==> config.mk <==
export PLATFORM = sky130hd
export DESIGN_NAME = i2c_slave_link
export DESIGN_NICKNAME = d
export VERILOG_FILES = /design/src/rtl/i2c_slave_link.sv
export SDC_FILE = /design/constraint.sdc
export NUM_CORES = 1
export LEC_CHECK = 0
export CAP_MARGIN = 20
export CORE_MARGIN = 4
export CORE_UTILIZATION = 55
export CTS_CLUSTER_SIZE = 12
export DETAILED_ROUTE_END_ITERATION = 16
export PLACE_DENSITY = 0.82
export SLEW_MARGIN = 20
export SYNTH_ARGS = -nofsm -noshare
export SYNTH_HDL_FRONTEND = slang
export SYNTH_SLANG_ARGS = --single-unit
==> constraint.sdc <==
create_clock -name clk -period 4.95 [get_ports clk]
set_input_delay 0.99 -clock clk [delete_from_list [all_inputs] [get_ports clk]]
set_output_delay 0.99 -clock clk [all_outputs]
set_load 0.005 [all_outputs]
==> src/rtl/i2c_slave_link.sv <==
// rtl/i2c_slave_link.sv - I2C 7-bit slave byte link (optional general call: I2C_SLAVE_LINK_GCALL_EN)
module i2c_slave_link #(
    parameter int FILTER_LEN = 3
) (
    input  logic       clk,
    input  logic       reset,
    input  logic       scl,
    input  logic       sda_in,
    output logic       sda_oe,
    input  logic [6:0] address,
    input  logic [7:0] datasend,
    output logic       sended,
    output logic [7:0] datareceive,
    output logic       received
);
    typedef enum logic [2:0] {IDLE, ADDR, ADDR_ACK, RX, RX_ACK, TX, TX_ACK} state_t;

    state_t                state;
    logic [1:0]            scl_sync, sda_sync;
    logic [FILTER_LEN-1:0] scl_hist, sda_hist;
    logic                  scl_f, sda_f, scl_d, sda_d;
    logic [6:0]            shift;
    logic [7:0]            tx_shift;
    logic [3:0]            bit_cnt;
    logic                  rw, ack_phase;

    logic       scl_rise, scl_fall, start_c, stop_c, addr_match;
    logic [7:0] shift_next;

    assign scl_rise   = scl_f & ~scl_d;
    assign scl_fall   = ~scl_f & scl_d;
    assign start_c    = scl_f & scl_d & sda_d & ~sda_f;
    assign stop_c     = scl_f & scl_d & ~sda_d & sda_f;
    assign shift_next = {shift, sda_f};

`ifdef I2C_SLAVE_LINK_GCALL_EN
    assign addr_match = (shift_next[7:1] == address) || (shift_next == 8'h00);
`else
    assign addr_match = (shift_next[7:1] == address);
`endif

    always_ff @(posedge clk) begin
        if (!reset) begin
            state       <= IDLE;
            scl_sync    <= '1;
            sda_sync    <= '1;
            scl_hist    <= '1;
            sda_hist    <= '1;
            scl_f       <= 1'b1;
            sda_f       <= 1'b1;
            scl_d       <= 1'b1;
            sda_d       <= 1'b1;
            shift       <= '0;
            tx_shift    <= '0;
            bit_cnt     <= '0;
            rw          <= 1'b0;
            ack_phase   <= 1'b0;
            sda_oe      <= 1'b0;
            sended      <= 1'b0;
            received    <= 1'b0;
            datareceive <= 8'h00;
        end else begin
            scl_sync <= {scl_sync[0], scl};
            sda_sync <= {sda_sync[0], sda_in};
            scl_hist <= {scl_hist[FILTER_LEN-2:0], scl_sync[1]};
            sda_hist <= {sda_hist[FILTER_LEN-2:0], sda_sync[1]};
            // A level is accepted only once the whole history agrees
            if (&scl_hist) scl_f <= 1'b1;
            else if (~|scl_hist) scl_f <= 1'b0;
            if (&sda_hist) sda_f <= 1'b1;
            else if (~|sda_hist) sda_f <= 1'b0;
            scl_d <= scl_f;
            sda_d <= sda_f;

            if (start_c || stop_c) begin
                state     <= start_c ? ADDR : IDLE;
                bit_cnt   <= '0;
                shift     <= '0;
                ack_phase <= 1'b0;
                sda_oe    <= 1'b0;
                received  <= 1'b0;
                sended    <= 1'b0;
            end else begin
                if (scl_fall) begin
                    received <= 1'b0;
                    sended   <= 1'b0;
                end
                case (state)
                    ADDR: if (scl_rise) begin
                        shift   <= shift_next[6:0];
                        bit_cnt <= bit_cnt + 4'd1;
                        if (bit_cnt == 4'd7) begin
                            bit_cnt   <= '0;
                            rw        <= sda_f;
                            ack_phase <= 1'b0;
                            state     <= addr_match ? ADDR_ACK : IDLE;
                        end
                    end
                    ADDR_ACK: if (scl_fall) begin
                        if (!ack_phase) begin
                            sda_oe    <= 1'b1;
                            ack_phase <= 1'b1;
                        end else begin
                            ack_phase <= 1'b0;
                            if (rw) begin
                                // First data bit goes out on the same falling edge that ends the ACK
                                tx_shift <= {datasend[6:0], 1'b0};
                                sda_oe   <= ~datasend[7];
                                bit_cnt  <= 4'd1;
                                state    <= TX;
                            end else begin
                                sda_oe   <= 1'b0;
                                bit_cnt  <= '0;
                                state    <= RX;
                            end
                        end
                    end
                    RX: if (scl_rise) begin
                        shift   <= shift_next[6:0];
                        bit_cnt <= bit_cnt + 4'd1;
                        if (bit_cnt == 4'd7) begin
                            datareceive <= shift_next;
                            received    <= 1'b1;
                            bit_cnt     <= '0;
                            ack_phase   <= 1'b0;
                            state       <= RX_ACK;
                        end
                    end
                    RX_ACK: if (scl_fall) begin
                        if (!ack_phase) begin
                            sda_oe    <= 1'b1;
                            ack_phase <= 1'b1;
                        end else begin
                            sda_oe    <= 1'b0;
                            ack_phase <= 1'b0;
                            state     <= RX;
                        end
                    end
                    TX: if (scl_fall) begin
                        if (bit_cnt == 4'd8) begin
                            sda_oe    <= 1'b0;
                            bit_cnt   <= '0;
                            ack_phase <= 1'b0;
                            state     <= TX_ACK;
                        end else begin
                            sda_oe   <= ~tx_shift[7];
                            tx_shift <= {tx_shift[6:0], 1'b0};
                            bit_cnt  <= bit_cnt + 4'd1;
                        end
                    end
                    TX_ACK: begin
                        if (scl_rise) begin
                            sended <= 1'b1;
                            if (sda_f) state <= IDLE;
                            else ack_phase <= 1'b1;
                        end else if (scl_fall && ack_phase) begin
                            tx_shift  <= {datasend[6:0], 1'b0};
                            sda_oe    <= ~datasend[7];
                            bit_cnt   <= 4'd1;
                            ack_phase <= 1'b0;
                            state     <= TX;
                        end
                    end
                    default: ;
                endcase
            end
        end
    end
endmodule

==> impl_metrics.env <==
export IMPL_cellPowerDensity_nw_per_um2=274
export IMPL_p_clk_share_pct=43.5
export IMPL_clkTransAtPathRegs_ns=0.08
export IMPL_hold_path_class="register to register"
export IMPL_p_sw_share_pct=18.1
export IMPL_numCtsBuffers=5
export IMPL_cts_htree_levels=2
export IMPL_rsz0062_at_grt="false"
export IMPL_syn_inst=254
export IMPL_die_width_um=72.4
export IMPL_most_common_layout_cells="dfxtp_1 (48), nor2_1 (30), clkdlybuf4s50_1 (29), nand2_1 (23), nand2b_1 (19)"
export IMPL_postSynth_asyncResetShare_pct=0
export IMPL_synth_area_um2=2280
export IMPL_firstDrtPassIters=4
export IMPL_drive_above_1_share_pct=6.47
export IMPL_p_int_uw=603
export IMPL_fillers=330
export IMPL_cts_sinks=48
export IMPL_hpwl_um=3000
export IMPL_leakage_nw=0.971
export IMPL_drv_cap=0
export IMPL_overflow=0
export IMPL_cts_hold_buf=0
export IMPL_syn_area_per_cell_um2=8.98
export IMPL_peakVddDrop_v=0.000203
export IMPL_r2r_start="state[2]"
export IMPL_post_cts_buffers=0
export IMPL_cts_root_buf="clkbuf_8"
export IMPL_grt_pass1_wl_um=7840
export IMPL_syn_nets=275
export IMPL_synth_ff_type="dfxtp_1"
export IMPL_crit_family="buffers and inverters"
export IMPL_mostFrequentLayoutCell="dfxtp_1"
export IMPL_port_buffers=29
export IMPL_crit_fanout=18
export IMPL_slew_headroom_pct=51.9
export IMPL_critPathKind="input pin to register"
export IMPL_highest_layer="met4"
export IMPL_whs_endpoint="scl_sync[1]"
export IMPL_finalCritPeriodShare_pct=52.0
export IMPL_cts_tree="built"
export IMPL_grt_max_degree=23
export IMPL_clk_path_buf_depth=2
export IMPL_pre_cts_ws_ns=2.07
export IMPL_met3_length_um=175
export IMPL_ys_seq_area_share_pct=42.1
export IMPL_antenna_found_initial=0
export IMPL_cts_resized=0
export IMPL_drv_slew=0
export IMPL_wl_per_cell_um=13.5
export IMPL_hold_start="scl_sync[0]"
export IMPL_antenna_cells=0
export IMPL_yosys_warnings=0
export IMPL_fin_ws_ns=2.38
export IMPL_setup_violations=0
export IMPL_skew_ns=0.00391
export IMPL_setup_tns_ns=0
export IMPL_slowest_stage="clkdlybuf4s50_1"
export IMPL_worstSetupEndpointType="register"
export IMPL_area_growth_pct=17.6
export IMPL_die_y_um=72.4
export IMPL_drc=0
export IMPL_pwr_share_seq_pct=52.8
export IMPL_r2r_end="tx_shift[1]"
export IMPL_whs_path_depth=1
export IMPL_crit_required_ns=5.19
export IMPL_row_count=23
export IMPL_via_per_inst=5.61
export IMPL_p_comb_share_pct=3.7
export IMPL_cp_start_kind="input pin"
export IMPL_ant_nets=0
export IMPL_start_util_pct=57.1
export IMPL_worst_r2r_setup_slack_ns=2.40
export IMPL_rr_worst_depth=5
export IMPL_grt_util_all_layers_pct=18.6
export IMPL_io_pins=30
export IMPL_synth_seq_cells=48
export IMPL_wl_um=4420
export IMPL_synth_distinct_cells=54
export IMPL_met2_length_um=2220
export IMPL_post_route_min_period_ns=2.57
export IMPL_first_iter_violations=173
export IMPL_outcome="finished, final reports clean"
export IMPL_p_switching_uw=133
export IMPL_gp_congestion=0.868
export IMPL_core_area_um2=4000
export IMPL_crit_arrival_ns=2.81
export IMPL_fmax_ghz=0.389
export IMPL_clk_latency_ns=0.29
export IMPL_fin_nets=299
export IMPL_die_area_um2=5240
export IMPL_slowest_delay_ns=0.82
export IMPL_crit_chain="clkdlybuf4s50_1 -> nand2b_1 -> a41o_1 -> nor2_1"
export IMPL_vias=1840
export IMPL_worstMarginPinSlew_ns=0.720
export IMPL_fin_hold_ws_ns=0.413
export IMPL_hold_violations=0
export IMPL_critical_path_n_buffers_inverters=1
export IMPL_wl_met1_um=1950
export IMPL_grt_pass1_vias=1786
export IMPL_synth_edf_count=0
per-stage QoR:
stage / cells / instance area, um2 / power [mW] / utilization, %
after floorplan: 254 / 2280 / 0.408 / -
after global placement: 321 / 2550 / 0.425 / 63.9
after detailed placement: 321 / 2550 / 0.425 / 63.9
after CTS: 328 / 2680 / 0.743 / 67.1
after global routing: 328 / 2680 / 0.760 / 67.1
final: 328 / 2680 / 0.736 / 67.1
power groups by stage:
stage / Sequential (mW) / Combinational [mW] / Clock, mW
floorplan: 0.398 / 0.0105 / 0
global route: 0.389 / 0.0295 / 0.342
global placement: 0.398 / 0.0269 / 0
finish: 0.389 / 0.0271 / 0.320
CTS: 0.389 / 0.0273 / 0.327
detailed placement: 0.398 / 0.0272 / 0
state kept, by name (all words and copies together), names as in the netlist, 2 cells and up:
signal       flops
datareceive      8
shift            7
tx_shift         7
bit_cnt          4
scl_hist         3
sda_hist         3
state            3
scl_sync         2
sda_sync         2
kinds of logic after synthesis:
kind of cell / share of synthesized area [%]
muxes: 7.89
DFF: 42.1
buffers and inverters: 4.50
and+or+nand+nor: 24.0
xor gates and xnor gates: 3.45
AOI/OAI and AO/OA: 17.0
adders and majority gates: 1.10
worst max path at each step:
stage	startpoint	to	slack, ns	depth (start not counted)
after floorplan	address[4]	state[1]	3.04	4
after global placement	reset	ack_phase	2.15	4
after detailed placement	reset	ack_phase	2.07	4
after CTS	reset	ack_phase	2.38	4
after global routing	state[2]	tx_shift[7]	2.19	5
final	reset	ack_phase	2.38	4
routing by layer:
layer / vias to the layer above / track usage [%]
li1: 933 / -
met1: 863 / 23.3
met5: - / 0
met3: 8 / 3.88
met4: 0 / 8.20
met2: 36 / 30.8
Yosys cell counts, types with 2 or more instances:
cell      number  share of area (%)
xnor2_1        6                2.3
nand2_1       23                3.8
nor2_1        30                4.9
o22ai_1        3               0.82
nand2b_1      19                5.2
a21oi_1       15                3.3
clkbuf_1       4               0.66
nor2b_1        3               0.82
nor3b_1        2               0.66
nor3_1         6                1.3
a311oi_1       6                2.3
inv_1          6               0.99
nand3b_1       3               0.99
or3_1          2               0.55
buf_6          4                2.0
xor2_1         3                1.2
nand4_1        2               0.55
ha_1           2                1.1
o21ai_0        8                1.8
dfxtp_1       48                 42
buf_2          4               0.88
and2b_1        3               0.99
mux2i_1       18                7.9
nand3_1        4               0.88
cell type report:
type	count	area [um2]	area share [%]
Multi-Input combinational cell	188	1220	45.4
Sequential cell	48	961	35.8
Timing Repair Buffer	29	290	10.8
Clock buffer	5	68.8	2.56
Tap cell	50	62.6	2.33
Clock inverter	2	60.1	2.24
Inverter	6	22.5	0.839
worst reg2reg max path, delay by kind of cell (launching register included):
family | cells | cell delay [ns]
flops | 1 | 0.79
compound gates | 2 | 0.72
simple gates | 2 | 0.65
mux | 1 | 0.26
Power figures use the tool's default switching activity.
